===== config.mk =====
export PLATFORM = sky130hd
export DESIGN_NAME = level_alarm_monitor
export DESIGN_NICKNAME = d
export VERILOG_FILES = /design/src/rtl/level_alarm_monitor.sv
export SDC_FILE = /design/constraint.sdc
export NUM_CORES = 1
export LEC_CHECK = 0
export BUFFER_PORTS_ARGS = -buffer_cell sky130_fd_sc_hd__buf_2
export CAP_MARGIN = 30
export CORE_ASPECT_RATIO = 1.75
export CORE_MARGIN = 5
export CORE_UTILIZATION = 60
export CTS_CLUSTER_DIAMETER = 100
export CTS_CLUSTER_SIZE = 12
export DETAILED_ROUTE_END_ITERATION = 8
export PLACE_DENSITY = 0.93
export RECOVER_POWER = 50
export SLEW_MARGIN = 15
export SYNTH_ARGS = -nofsm -noshare
export SYNTH_HDL_FRONTEND = slang
export SYNTH_SLANG_ARGS = --single-unit

===== constraint.sdc =====
create_clock -name clk_100MHz -period 7.5 [get_ports clk_100MHz]
set_input_delay 0.75 -clock clk_100MHz [delete_from_list [all_inputs] [get_ports clk_100MHz]]
set_output_delay 0.75 -clock clk_100MHz [all_outputs]
set_load 0.05 [all_outputs]

===== src/rtl/level_alarm_monitor.sv =====
// Level alarm monitor: synchronises a thermometer-coded sensor bus, converts it to a level count,
// tracks the peak and trough levels, and runs a debounced alarm FSM with hysteresis.
module level_alarm_monitor #(
  parameter int N_SENSORS  = 8,
  parameter int HOLD_TICKS = 3,
  parameter int HYST       = 1,
  localparam int LW        = $clog2(N_SENSORS + 1)
) (
  input  logic                 clk_100MHz,
  input  logic                 reset,
  input  logic                 tick_1kHz,
  input  logic [N_SENSORS-1:0] sensors_input,
  input  logic [LW-1:0]        high_threshold,
  input  logic [LW-1:0]        low_threshold,
  input  logic                 clear_peaks,
  output logic [LW-1:0]        level,
  output logic [2:0]           state,
  output logic                 high_alarm,
  output logic                 low_alarm,
  output logic                 fault,
  output logic                 cfg_error,
  output logic                 event_pulse,
  output logic [LW-1:0]        max_level,
  output logic [LW-1:0]        min_level
);

  localparam int CW = $clog2(HOLD_TICKS + 1);
  localparam int XW = LW + 1;

  typedef enum logic [2:0] {
    ST_INIT   = 3'd0,
    ST_NORMAL = 3'd1,
    ST_HIGH   = 3'd2,
    ST_LOW    = 3'd3,
    ST_FAULT  = 3'd4
  } state_e;

  logic [N_SENSORS-1:0] sync1_q, sync2_q;
  logic [LW-1:0]        level_q, max_q, min_q;
  logic [CW-1:0]        cnt_q, cnt_d, cnt_inc;
  state_e               state_q, state_d, prev_q, prev_d, target;
  logic                 event_q, high_q, low_q, fault_q;

  logic [N_SENSORS-1:0] s_plus;
  logic                 valid;
  logic [LW-1:0]        k;
  logic [XW-1:0]        k_ext, hi_ext, hi_exit, lo_sum, lo_exit;

  function automatic state_e classify(input logic [LW-1:0] lv, input logic [LW-1:0] hi,
                                      input logic [LW-1:0] lo);
    if (lv >= hi)      return ST_HIGH;
    else if (lv <= lo) return ST_LOW;
    else               return ST_NORMAL;
  endfunction

  assign cfg_error = (low_threshold >= high_threshold);

  // A thermometer code plus one is a power of two (or wraps to zero), so it shares no set bits.
  always_comb begin
    s_plus = sync2_q + N_SENSORS'(1);
    valid  = ((sync2_q & s_plus) == '0);
    k      = '0;
    for (int i = 0; i < N_SENSORS; i++) k = k + LW'(sync2_q[i]);
  end

  always_comb begin
    k_ext   = {1'b0, k};
    hi_ext  = {1'b0, high_threshold};
    hi_exit = (hi_ext >= XW'(HYST)) ? hi_ext - XW'(HYST) : '0;
    lo_sum  = {1'b0, low_threshold} + XW'(HYST);
    lo_exit = (lo_sum > XW'(N_SENSORS)) ? XW'(N_SENSORS) : lo_sum;
  end

  // Target classification; an illegal threshold pair freezes the FSM except for fault detection.
  always_comb begin
    target = state_q;
    if (!valid) begin
      target = ST_FAULT;
    end else if (!cfg_error) begin
      case (state_q)
        ST_HIGH: if (k_ext < hi_exit)
                   target = (k <= low_threshold) ? ST_LOW : ST_NORMAL;
        ST_LOW:  if (k_ext > lo_exit)
                   target = (k >= high_threshold) ? ST_HIGH : ST_NORMAL;
        default: target = classify(k, high_threshold, low_threshold);
      endcase
    end
  end

  always_comb begin
    state_d = state_q;
    cnt_d   = cnt_q;
    prev_d  = prev_q;
    cnt_inc = (target == prev_q) ? cnt_q + CW'(1) : CW'(1);
    if (tick_1kHz) begin
      prev_d = target;
      if (target == state_q) begin
        cnt_d = '0;
      end else if (state_q == ST_INIT || cnt_inc == CW'(HOLD_TICKS)) begin
        state_d = target;
        cnt_d   = '0;
      end else begin
        cnt_d = cnt_inc;
      end
    end
  end

  always_ff @(posedge clk_100MHz) begin
    if (!reset) begin
      sync1_q <= '0;
      sync2_q <= '0;
      level_q <= '0;
      max_q   <= '0;
      min_q   <= '1;
      cnt_q   <= '0;
      state_q <= ST_INIT;
      prev_q  <= ST_INIT;
      event_q <= 1'b0;
      high_q  <= 1'b0;
      low_q   <= 1'b0;
      fault_q <= 1'b0;
    end else begin
      sync1_q <= sensors_input;
      sync2_q <= sync1_q;
      state_q <= state_d;
      cnt_q   <= cnt_d;
      prev_q  <= prev_d;
      event_q <= (state_d != state_q);
      high_q  <= (state_d == ST_HIGH);
      low_q   <= (state_d == ST_LOW);
      fault_q <= (state_d == ST_FAULT);
      if (tick_1kHz && valid) level_q <= k;
      // A coincident clear takes the fresh sample rather than the stale level.
      if (clear_peaks) begin
        max_q <= (tick_1kHz && valid) ? k : level_q;
        min_q <= (tick_1kHz && valid) ? k : level_q;
      end else if (tick_1kHz && valid) begin
        if (k > max_q) max_q <= k;
        if (k < min_q) min_q <= k;
      end
    end
  end

  assign level       = level_q;
  assign state       = state_q;
  assign high_alarm  = high_q;
  assign low_alarm   = low_q;
  assign fault       = fault_q;
  assign event_pulse = event_q;
  assign max_level   = max_q;
  assign min_level   = min_q;

endmodule

* After elaboration in Yosys (flattened, before gate mapping)
Cells that the tools add are included.
Widths: inputs -> output; s select.
** Word-level totals
- Flip-flop bits (word level) :: 40
- Input port bits :: 20
- Output and inout bits :: 20
- Logic and storage cells :: 74
** Operators by class
- Add/sub/neg operators :: 11
- Magnitude comparators :: 9
- Eq/ne operators :: 9
- Multiplexer cells :: 23
- Bitwise logic cells :: 1
- Reductions and logical operators :: 9
** Operators with widths (count)
- $mux 4 :: 7
- $mux 3 :: 7
- $add 4x1->4 :: 4
- $eq 3x2->1 const B :: 4
- $mux 2 :: 6
- $mux 5 :: 2
- $add 8x1->8 const B :: 1
- $and 8x8->8 :: 1
- $ge 4x4->1 :: 2
- $logic_not 8->1 :: 1
- $eq 3x3->1 :: 2
- $pmux 3 s2 :: 1
- $reduce_bool 2->1 :: 3
- $add 4x1->5 const B :: 1
- $gt 4x5->1 :: 1
- $gt 5x4->1 const B :: 1
- $lt 4x5->1 :: 1
- $sub 4x1->5 const B :: 1
- $add 3x1->4 :: 1
- $ge 4x1->1 const B :: 1
- $gt 4x4->1 :: 1
- $le 4x4->1 :: 1
- $lt 4x4->1 :: 1
- $reduce_and 2->1 :: 2
- 9 further kinds :: 9

* Depth between registers and ports, before layout
Gate-level depths: netlist (run 1).
- Word-level depth :: 21
- Mapped depth :: 20
- Depth with buffers taken out :: 19

* Worst setup path before layout (run 1)
No wires, ideal clock.
- Path type :: flip-flop to flip-flop
- Start point :: reg sync2_q[0]
- End point :: reg state_q[1], in the netlist state[1]
- Setup time :: 0.116 ns
- Arrival time :: 4.827 ns
- Required time :: 7.384 ns
- Slack :: 2.558 ns
- Cell stages (with the launch flop) :: 18
- Buffers on the path :: 1
- Period minus slack after synthesis :: 4.942 ns
- Path through :: dfxtp_1 > fa_1 > inv_1 > fa_1 > fa_1 > inv_1 > ha_1 > fa_1 > ha_1 > a21o_1 > maj3_1 > a21oi_1 > a2bb2oi_2 > a21oi_4 > xnor2_2 > a32o_1 > buf_6 > a31o_1
** On the way
- Cells in the longest elaborated chain, start to end :: 20
- Elaborated cells between the ends (all ways) :: 30
- Classes of those cells :: add/sub: 8; order compare: 4; eq/ne: 3; mux: 12; bitwise: 1; reduce/logical: 2
** RTL lines
- from (decl) :: line 38 : logic [N_SENSORS-1:0] sync1_q, sync2_q;
- from (signal assigned) :: line 124 : sync2_q <= sync1_q;
- $add 1x1->2 :: line 63 : for (int i = 0; i < N_SENSORS; i++) k = k + LW'(sync2_q[i]);
- $add 2x1->3 :: line 63
- $add 3x1->4 :: line 63
- $add 4x1->4 (4 in series) :: line 63
- $ge 4x4->1 / $le 4x4->1 (equally long branches)
- $mux 2, on equally long branches :: line 84, 52, 82
- $mux 3, or another cell as far along :: line 83 : ST_LOW: if (k_ext > lo_exit)
- $pmux 3 s2 :: line 80 : case (state_q)
- $mux 3 :: line 79 : end else if (!cfg_error) begin
- $mux 3 * :: line 77 : if (!valid) begin
- $eq 3x3->1 :: line 94 : cnt_inc = (target == prev_q) ? cnt_q + CW'(1) : CW'(1);
- $mux 2 :: line 94
- $eq 2x2->1 :: line 99 : end else if (state_q == ST_INIT || cnt_inc == CW'(HOLD_TICKS)) begin
- $logic_or 1x1->1 :: line 99
- $mux 3 :: line 99
- $mux 3 * :: line 97 : if (target == state_q) begin
- $mux 3 * :: line 95 : if (tick_1kHz) begin
- to (signal assigned) :: line 125 : state_q <= state_d;
- to (decl) :: line 41 : state_e state_q, state_d, prev_q, prev_d, target;
Every way passes the cells marked *; elsewhere a longest branch is shown, timed or not.
A chain may end at the register's enable or synchronous reset.

* Worst setup path in the final report (run 1)
- Start point :: reg sync2_q[0]
- End point :: reg low_q, in the netlist low_alarm
** On the way
- Cells in the longest elaborated chain, start to end :: 21
- Elaborated cells between the ends (all ways) :: 31
- Classes of those cells :: add/sub: 8; order compare: 4; eq/ne: 4; mux: 12; bitwise: 1; reduce/logical: 2
** RTL lines
- $add 1x1->2 :: line 63
- $add 2x1->3 :: line 63
- $add 3x1->4 :: line 63
- $add 4x1->4 (4 in series) :: line 63
- $ge 4x4->1 / $le 4x4->1 (equally long branches)
- $mux 2, on equally long branches :: line 84, 52, 82
- $mux 3, or another cell as far along :: line 83
- $pmux 3 s2 :: line 80
- (+2 left out)
- $eq 3x3->1 :: line 94
- $mux 2 :: line 94
- $eq 2x2->1 :: line 99
- $logic_or 1x1->1 :: line 99
- $mux 3 :: line 99
- $mux 3 * :: line 97
- $mux 3 * :: line 95
- $eq 3x2->1 * :: line 130 : low_q <= (state_d == ST_LOW);
- to (signal assigned) :: line 130
- to (decl) :: line 42 : logic event_q, high_q, low_q, fault_q;
Marks and branches as above.

==> results.md, run 1 <==
* Outcome: finished clean
* Cell area after synthesis at 0.00268 mm^2
* Least-Margin Pin Slew at 1070 ps
* Synth Area in Adders at 17.3%
* Final slew viol count at 0
* Max-slew headroom at 28.5%
* GR Util All Layers at 22.0%
* Max Cap Viol at 0
* Clock skew at 11.2 ps
* Final setup viols at 0
* Die Y at 98.5 um
* Drt pass-1 iters at 4
* Overflow after GRT at 0
* TritonCTS buffer count at 5
* RSZ-0062 raised after global routing: false
* Period minus WS final at 5460 ps
* I/O pins at 40
* Clk slew on worst S/H paths at roughly 80 ps
* Hold Crit Depth at 1
* Simple-Gate Fraction of Synth Area at 19.0%
* Largest net degree at the start of global routing at 33
* Vias per inst at 5.99
* P_leak at 1.37 nW
* CTS sink cnt at 40
* Input/output buffers at 39
* Post-Syn Instances at 299
* Initial antenna violation count at 0
* Postcts setup bufs at 0
* Worst skew pair latency at just under 300 ps
* Tcrit/Tclk final at 72.8%
* Total Wirelength at 6.15 mm
* Clock power frac at 28.2%
* DIE WIDTH at 60.5 um
* YS warnings at 0
* Number of distinct library cells after synthesis at 59
* CTS root buf: clkbuf_8
* XOR/XNOR Fraction of Synth Area at under 10%
* GPL Wtd Cong at 0.889
* Wirelength per Cell at 15.8 um
* FILL cells at 363
* H-tree depth at 2
* Final hold violations at 0
* Post-synthesis mux area share at under 10%
* Worst EP arrival at around 5700 ps
* Number of antenna cells inserted at 0
* Worst reg2reg path depth at 19
* Seq pwr share at 37.4%
* CP Capture Type: register
* Final net count at 389
* Yosys reg bits at 40
* DRT iter0 DRCs at 86
* Initial Util at 61.5%
* CTS Hold Bufs at 0
* Final core occ at 68.8%
* Area Growth Syn to Fin at 11.9%
* Worst IR drop on VDD at 0.000196 V
* Share of cells above drive strength 1 at 13.9%
* Syn Nets at 352
* Die area at 0.00596 mm^2
* Combinational power share at between 30% and 40%
* Switching share of power at between 30 and 40%
* Drc violations at 0
* Required @ worst endpoint at 7730 ps
* Commonest non-fill, non-tap cell in the layout: dfxtp_1
* Most frequent cells in the layout: 40 x dfxtp_1, 29 x inv_1, 29 x ha_1
* ANT nets after route at 0
* Setup TNS Final at 0 ps
* First-pass GRT wire length at 10.4 mm
* Complex-gate fraction of the synthesized area at between 10% and 20%
* Critical path start-end classification: reg -> reg
* Fmax achieved at 0.183 GHz
* Vias in the first global route at 2381
* Hpwl dp at 4.58 mm
* Int Power at 419 uW
* Via Count at roughly 2300
* Sequential share of the synthesized area at 29.9%
* # resized after CTS at 0
* Row cnt at 32
* Syn Area/Cell at 8.97 um^2
* Post-synth EDFFs at 0
* Sw power at 232 uW
* PwrDens at roughly 220 mW/mm^2
* Async SR Flop Fraction at 0%
* Core footprint at 0.00436 mm^2
* Maximum fanout along the worst path at 7
* Clock buffer depth at 2
* Main combinational cell family by area after synthesis: simple AND/OR/NAND/NOR gates
* CTS tree: built
* Worst setup SP type: register
* Ys flop type: dfxtp_1
* Hold Path Class: reg -> reg
-- worst max-delay path, cell delays in order (launching register included) --
cell,delay (ps)
dfxtp_1,350
fa_1,540
inv_1,50
fa_1,440
fa_1,490
inv_1,40
ha_1,210
fa_1,450
xnor2_2,400
inv_2,140
ha_1,330
o21ai_0,80
a21oi_1,150
a2bb2oi_1,230
nand2_1,130
o211a_4,290
xor2_2,150
nor2_1,290
a32o_1,410
mux2i_1,210
-- synth_stat cells, types with 5 or more instances --
| master | number | area (um^2) |
|---|---|---|
| a211oi_1 | 6 | 45.0 |
| and2_1 | 16 | 100 |
| nor2_1 | 23 | 86.3 |
| nand2b_1 | 7 | 43.8 |
| nand2_1 | 16 | 60.1 |
| dfxtp_1 | 40 | 801 |
| ha_1 | 29 | 363 |
| nand3_1 | 5 | 25.0 |
| o21ai_0 | 9 | 45.0 |
| mux2i_1 | 15 | 150 |
| clkbuf_1 | 7 | 26.3 |
| inv_1 | 29 | 109 |
| nor2b_1 | 6 | 37.5 |
| a21oi_1 | 15 | 75.1 |
-- cell families (layout without fill, tap and decap cells) --
family          after synthesis  after routing
compound gates               65             65
xor+xnor                      7              7
fa+ha+maj                    35             35
buf+inv                      39             77
flops                        40             40
mux                          18             18
simple gates                 95             95
-- power groups by stage --
stage,registers [mW],logic [mW],clock network [mW]
floorplan,0.277,0.143,0
global placement,0.247,0.214,0
detailed placement,0.247,0.222,0
CTS,0.243,0.225,0.186
global route,0.245,0.246,0.196
finish,0.244,0.224,0.184
-- final cells by class --
type	instances	area [um^2]	share of cell area, %
clock buffers	6	82.6	2.75
clock inverters	2	38.8	1.29
inverters	30	113	3.75
multi-input cells	220	1730	57.5
flip-flops and latches	40	801	26.7
well taps	51	63.8	2.13
repair buffers	39	176	5.87
-- stage by stage --
step | total power [mW] | hold WS (ps) | cell area [um^2] | cells | setup WS [ps]
2_1_floorplan | 0.420 | 412 | 2680 | 299 | 2560
3_3_place_gp | 0.460 | 413 | 2900 | 380 | 2330
3_5_place_dp | 0.469 | 418 | 2900 | 380 | 2160
4_1_cts | 0.654 | 439 | 3020 | 388 | 2100
5_1_grt | 0.687 | 448 | 3000 | 388 | 1760
6_report | 0.651 | 437 | 3000 | 388 | 2040
-- flip-flops by register name, summed over array words and instances (netlist names) --
signal / count
event_pulse: 1
sync1_q: 8
low_alarm: 1
fault: 1
prev_q: 3
sync2_q: 8
min_level: 4
level: 4
max_level: 4
cnt_q: 2
state: 3
high_alarm: 1
-- routing by layer --
metal  routed length (um)  global-route usage (%)  vias to the layer above
li1                     -                       -                     1128
met3                  251                    3.54                       27
met2                 3310                    39.3                       69
met4                  265                    11.2                        0
met1                 2310                    23.8                     1101
met5                    0                       0                        -
-- worst paths after layout --
check             slack, ps        from          to
hold reg to reg         440  sync1_q[4]  sync2_q[4]
setup / recovery       2040  sync2_q[0]   low_alarm
hold / removal          440  sync1_q[4]  sync2_q[4]
setup reg to reg       2040  sync2_q[0]   low_alarm
Power figures use the tool's default switching activity.
==> inputs of run 2 (changes only) <==
CORE_UTILIZATION = 52   (was 60)
PLACE_DENSITY = 0.87   (was 0.93)
clock period = 4.8 ns   (was 7.5 ns; I/O delays follow)
==> run 2 against run 1 <==
The flow now finishes with violations (setup timing). Maximum frequency increased by 13%. Non-clock buffer count increased by 15. Wire length fell by 0.39%. First-iteration DRC count up 49%. Hold slack lost 49 ps. Die area rose by 13%. Worst setup slack worse by 2100 ps. Largest cell class unchanged. Register-to-register slack got worse by 2100 ps. Final cell count is 4.6% higher.
==> results.md, run 2 (same netlist as run 1, synthesis figures left out) <==
* Outcome: finished, violations left (was finished clean)
* Input/output buffers at 39 (unchanged)
* Worst setup SP type: register (unchanged)
* Final net count at 404 (was 389)
* Area Growth Syn to Fin at 19.7% (was 11.9%)
* First-pass GRT wire length at 9.88 mm (was 10.4 mm)
* DIE WIDTH at 64.3 um (was 60.5 um)
* Die Y at 105 um (was 98.5 um)
* Required @ worst endpoint at 5020 ps (was 7730 ps)
* Drc violations at 0 (unchanged)
* Least-Margin Pin Slew at 1090 ps (was 1070 ps)
* Max-slew headroom at 27.6% (was 28.5%)
* Crit path buf inv count at 3 (unchanged)
* R2r startpoint: sync2_q[0] (unchanged)
* Worst reg2reg path depth at 18 (was 19)
* Max Cap Viol at 0 (unchanged)
* Final Cell Area at 0.00321 mm^2 (was 0.00300 mm^2)
* GR Util All Layers at 18.0% (was 22.0%)
* ANT nets after route at 0 (unchanged)
* Vias in the first global route at 2328 (was 2381)
* CTS Hold Bufs at 0 (unchanged)
* CTS sink cnt at 40 (unchanged)
* CTS root buf: clkbuf_8 (unchanged)
* Hold Crit Depth at 2 (was 1)
* Drt pass-1 iters at 4 (unchanged)
* Tcrit/Tclk final at 100% (was 72.8%)
* GPL Wtd Cong at 0.896 (was 0.889)
* TritonCTS buffer count at 5 (unchanged)
* Clock buffer depth at 2 (unchanged)
* Final hold violations at 0 (unchanged)
* RR Endpoint: high_alarm (was low_alarm)
* Worst IR drop on VDD at 0.000358 V (was 0.000196 V)
* Crit path to: high_alarm (was low_alarm)
* Violations in the final reports: setup timing
* Fmax achieved at 0.208 GHz (was 0.183 GHz)
* Core footprint at 0.00498 mm^2 (was 0.00436 mm^2)
* Total Wirelength at 6.12 mm (was 6.15 mm)
* Row cnt at 34 (was 32)
* Vias per inst at 5.83 (was 5.99)
* H-tree depth at 2 (unchanged)
* Min Hold Slack at 388 ps (was 437 ps)
* CP delay by family, top: adder cells (unchanged)
* Final slew viol count at 0 (unchanged)
* Clock skew at 14.1 ps (was 11.2 ps)
* Register-to-register setup slack at -20 ps (was 2040 ps)
* Most frequent cells in the layout: 39 x dfxtp_1, 29 x inv_1, 29 x buf_2 (was 40 x dfxtp_1, 29 x inv_1, 29 x ha_1)
* Die area at 0.00675 mm^2 (was 0.00596 mm^2)
* CTS tree: built (unchanged)
* CP cell instances: fa_1 > inv_1 > fa_1 > fa_1 > inv_1 > ha_2 > fa_2 > buf_4 > ha_1 > nand4_1 > nand2_1 > a2bb2oi_2 > nand2_2 > o211a_4 > xor2_2 > nor2_2 > a32o_2 > mux2i_1 (was fa_1 > inv_1 > fa_1 > fa_1 > inv_1 > ha_1 > fa_1 > xnor2_2 > inv_2 > ha_1 > o21ai_0 > a21oi_1 > a2bb2oi_1 > nand2_1 > o211a_4 > xor2_2 > nor2_1 > a32o_1 > mux2i_1)
* Post-DP Area at 0.00302 mm^2 (was 0.00290 mm^2)
* Biggest regs: sync1_q x8, sync2_q x8 (unchanged)
* PwrDens at 332 mW/mm^2 (was 217 mW/mm^2)
* Slowest CP cell: fa_2 (was fa_1)
* Worst EP arrival at 5030 ps (was 5690 ps)
* Share of cells above drive strength 1 at 23.3% (was 13.9%)
* Initial Util at 53.9% (was 61.5%)
* DRT iter0 DRCs at 128 (was 86)
* Period minus WS final at 4820 ps (was 5460 ps)
* RSZ-0062 raised after global routing: true (was false)
* Cell repeated most along the worst path: fa_1 (unchanged)
* Worst setup path start: sync2_q[0] (unchanged)
* Post-layout worst setup margin at -16.0 ps (was 2040 ps)
* Commonest non-fill, non-tap cell in the layout: dfxtp_1 (unchanged)
* Final core occ at 64.5% (was 68.8%)
* I/O pins at 40 (unchanged)
* Critical path start-end classification: reg -> reg (unchanged)
* P_leak at 1.48 nW (was 1.37 nW)
* Initial antenna violation count at 0 (unchanged)
* Max incr delay on CP at 590 ps (was 540 ps)
* Worst skew pair latency at 290 ps (about the same)
* Hpwl dp at 4.64 mm (was 4.58 mm)
* Maximum fanout along the worst path at 6 (was 7)
* Wirelength per Cell at 15.1 um (was 15.8 um)
* Number of antenna cells inserted at 0 (unchanged)
* Overflow after GRT at 0 (unchanged)
* WP depth at 18 (was 19)
* CP Capture Type: register (unchanged)
* Final setup viols at 1 (was 0)
* Via Count at 2367 (was 2325)
* Largest net degree at the start of global routing at 33 (unchanged)
* Clk slew on worst S/H paths at 80 ps (about the same)
* Hold Path Class: in -> reg (was reg -> reg)
[run 2: final cells by class]
type / count / area [um^2]
multi-input combinational: 220 / 1810
fill: 391 / 1770
sequential: 40 / 802
timing repair buffer: 54 / 299
inverter: 30 / 113
clock buffer: 6 / 82.6
tap: 54 / 67.6
clock inverter: 2 / 38.8
[run 2: routing by layer]
layer  GRT usage (%)  wire, um  share of wire (%)
met1            18.4      2250                 37
met2            32.2      3330                 54
met3            3.76       317                5.2
met4            10.5       214                3.5
met5               0         0                  0
[run 2: repair_timing]
action / in CTS / in global routing
setup buffers: 1 / 0
gates resized for setup: 11 / 5
setup endpoints to repair: 9 / 9
hold endpoints to repair: 0 / 0
pin swaps: 7 / 10
gates cloned: 0 / 0
[run 2: worst min path at each step]
stage | start | endpoint
floorplan | sync1_q[0] | sync2_q[0]
global placement | sync1_q[5] | sync2_q[5]
detailed placement | sync1_q[2] | sync2_q[2]
finish | sensors_input[1] | sync1_q[1]
global route | sensors_input[4] | sync1_q[4]
CTS | sensors_input[1] | sync1_q[1]
[run 2: power breakdown]
part | internal (mW) | leakage (nW) | switching [mW]
clock | 0.170 | 0.0614 | 0.113
combinational | 0.168 | 1.09 | 0.238
sequential | 0.357 | 0.330 | 0.0224
total | 0.695 | 1.48 | 0.373
[run 2: through the flow]
stage	worst slack, ps	setup TNS [ps]	total power [mW]	cells
2_1_floorplan	-16.0	-31.9	0.659	299
3_3_place_gp	-10.8	-35.5	0.748	397
3_5_place_dp	-101	-478	0.760	397
4_1_cts	-24.7	-24.7	1.06	406
5_1_grt	-152	-1070	1.13	406
6_report	-16.0	-16.0	1.07	406
==> inputs of run 3 (changes only) <==
CELL_PAD_IN_SITES_DETAIL_PLACEMENT = 0   (was unset)
CELL_PAD_IN_SITES_GLOBAL_PLACEMENT = 1   (was unset)
CORE_UTILIZATION = 39   (was 52)
PLACE_DENSITY = 0.86   (was 0.87)
==> run 3 against run 2 <==
The flow now finishes without violations. Clock skew fell by 8.6 ps. Critical path depth fell by 2. Core utilization decreased by 17 points. Sequential share of layout area decreased by 0.21 points. Power rose by 3.0%. Highest routed layer unchanged.
==> results.md, run 3 (same netlist as run 1, synthesis figures left out) <==
* Cell repeated most along the worst path: fa_1 (unchanged)
* Share of cells above drive strength 1 at 21.8% (was 23.3%)
* H-tree depth at 2 (unchanged)
* GR Util All Layers at 14.2% (was 18.0%)
* Row cnt at 40 (was 34)
* Vias in the first global route at 2197 (was 2328)
* Clock buffer depth at 2 (unchanged)
* Met2 Wirelength at 3.12 mm (was 3.33 mm)
* Clk slew on worst S/H paths at 60 ps (was 80 ps)
* Most frequent cells in the layout: 40 x dfxtp_1, 30 x buf_2, 29 x inv_1 (was 39 x dfxtp_1, 29 x inv_1, 29 x buf_2)
* First-pass GRT wire length at 9.72 mm (was 9.88 mm)
* Area Growth Syn to Fin at 20.6% (was 19.7%)
* Final setup viols at 0 (was 1)
* Max Used Layer: met4 (unchanged)
* Drt pass-1 iters at 4 (unchanged)
* RSZ-0062 raised after global routing: true (unchanged)
* DRT iter0 DRCs at 83 (was 128)
* Drc violations at 0 (unchanged)
* Clock skew at 5.53 ps (was 14.1 ps)
* Via Count at 2247 (was 2367)
* PwrDens at 340 mW/mm^2 (was 332 mW/mm^2)
* Core footprint at 0.00681 mm^2 (was 0.00498 mm^2)
* Final slew viol count at 0 (unchanged)
* Final core occ at 47.5% (was 64.5%)
* Outcome: finished clean (was finished, violations left)
* Least-Margin Pin Slew at 813 ps (was 1090 ps)
* Required @ worst endpoint at 4980 ps (was 5020 ps)
* Met3 Wirelength at 287 um (was 317 um)
* Wirelength per Cell at 13.6 um (was 15.1 um)
* Biggest regs: sync1_q x8, sync2_q x8 (unchanged)
* Period minus WS final at 4800 ps (was 4820 ps)
* Max Cap Viol at 0 (unchanged)
* Initial antenna violation count at 0 (unchanged)
* Critical path start-end classification: reg -> reg (unchanged)
* Worst EP arrival at 4970 ps (was 5030 ps)
* CP Capture Type: register (unchanged)
* Largest net degree at the start of global routing at 33 (unchanged)
* Die area at 0.00870 mm^2 (was 0.00675 mm^2)
* P_leak at 1.49 nW (was 1.48 nW)
* Slowest CP cell: fa_2 (unchanged)
* Input/output buffers at 39 (unchanged)
* TritonCTS buffer count at 5 (unchanged)
* CTS root buf: clkbuf_16 (was clkbuf_8)
* Tcrit/Tclk final at 99.9% (was 100%)
* Min Hold Slack at 402 ps (was 388 ps)
* Worst skew pair latency at 280 ps (was 290 ps)
* Final Total Pwr at 1.10 mW (was 1.07 mW)
* Crit path buf inv count at 2 (was 3)
* Max incr delay on CP at 570 ps (was 590 ps)
* Maximum fanout along the worst path at 6 (unchanged)
* I/O pins at 40 (unchanged)
* CTS Hold Bufs at 0 (unchanged)
* Die Y at 120 um (was 105 um)
* Overflow after GRT at 0 (unchanged)
* Number of antenna cells inserted at 0 (unchanged)
* Final net count at 405 (was 404)
* Fmax achieved at 0.209 GHz (was 0.208 GHz)
* Vias per inst at 5.14 (was 5.83)
* Total Wirelength at 5.93 mm (was 6.12 mm)
* Worst setup SP type: register (unchanged)
* Hold Path Class: in -> reg (unchanged)
* Final hold violations at 0 (unchanged)
* FILL cells at 675 (was 391)
* Worst IR drop on VDD at 0.000254 V (was 0.000358 V)
* CP cell instances: fa_1 > inv_1 > fa_1 > fa_1 > inv_1 > ha_2 > fa_2 > ha_1 > or3_4 > a32o_2 > o211ai_2 > o211a_4 > xor2_2 > nor2_2 > a32o_2 > a31o_1 (was fa_1 > inv_1 > fa_1 > fa_1 > inv_1 > ha_2 > fa_2 > buf_4 > ha_1 > nand4_1 > nand2_1 > a2bb2oi_2 > nand2_2 > o211a_4 > xor2_2 > nor2_2 > a32o_2 > mux2i_1)
* ANT nets after route at 0 (unchanged)
* WL met1 at 2.38 mm (was 2.25 mm)
* CTS sink cnt at 40 (unchanged)
* Max-slew headroom at 45.7% (was 27.6%)
* Commonest non-fill, non-tap cell in the layout: dfxtp_1 (unchanged)
* Initial Util at 39.4% (was 53.9%)
* GPL Wtd Cong at 0.833 (was 0.896)
* Hpwl dp at 4.70 mm (was 4.64 mm)
* DIE WIDTH at 72.7 um (was 64.3 um)
* CTS tree: built (unchanged)
* CP delay by family, top: adder cells (unchanged)
## run 3: cell count changes in the layout (fill, tap and decap cells not counted), sizes merged
cell	change
clkbuf	+1
bufinv	-1
clkinv	-1
buf	+2
## run 3: final timing paths
check	from	endpoint	slack [ps]	depth (start not counted)
min	sensors_input[4]	sync1_q[4]	400	2
max reg2reg	sync2_q[0]	state[0]	4	16
min reg2reg	sync1_q[2]	sync2_q[2]	430	1
max	sync2_q[0]	state[0]	4	16
## run 3: worst reg2reg max path, stage by stage (launching register included)
cell and delay [ps]:
dfxtp_1 320, fa_1 530, inv_1 50, fa_1 450, fa_1 490, inv_1 40
ha_2 170, fa_2 570, ha_1 250, or3_4 400, a32o_2 280, o211ai_2 160
o211a_4 190, xor2_2 180, nor2_2 70, a32o_2 310, a31o_1 240
## run 3: per-layer routing
metal	up-vias	track usage (%)
li1	1159	-
met1	1035	15.0
met2	42	25.2
met3	11	3.94
met4	0	6.70
met5	-	0
## run 3: final cells by class
class / instances / area, um^2 / area share [%]
sequential: 40 / 801 / 24.8
clock buffer: 8 / 146 / 4.53
tap: 84 / 105 / 3.25
inverter: 30 / 113 / 3.48
multi-input combinational: 220 / 1770 / 54.6
timing repair buffer: 55 / 304 / 9.40
## run 3: power by group
group          internal (mW)  switching, mW
registers              0.358         0.0223
logic                  0.163          0.228
clock network          0.207          0.121
total                  0.728          0.371
## run 3: what timing repair did
item | in CTS | in global routing
resized for setup | 7 | 1
pin swaps | 9 | 1
endpoints found under the setup margin | 9 | 9
buffers inserted | 2 | 1
## run 3: stage by stage
step | instance area, um^2 | cells | worst slack (ps) | setup TNS, ps
2_1_floorplan | 2690 | 299 | -16.0 | -31.9
6_report | 3230 | 437 | 3.96 | 0
4_1_cts | 3240 | 436 | -53.6 | -200
5_1_grt | 3230 | 437 | -139 | -1030
3_5_place_dp | 3050 | 426 | -170 | -1290
3_3_place_gp | 3050 | 426 | -92.3 | -450
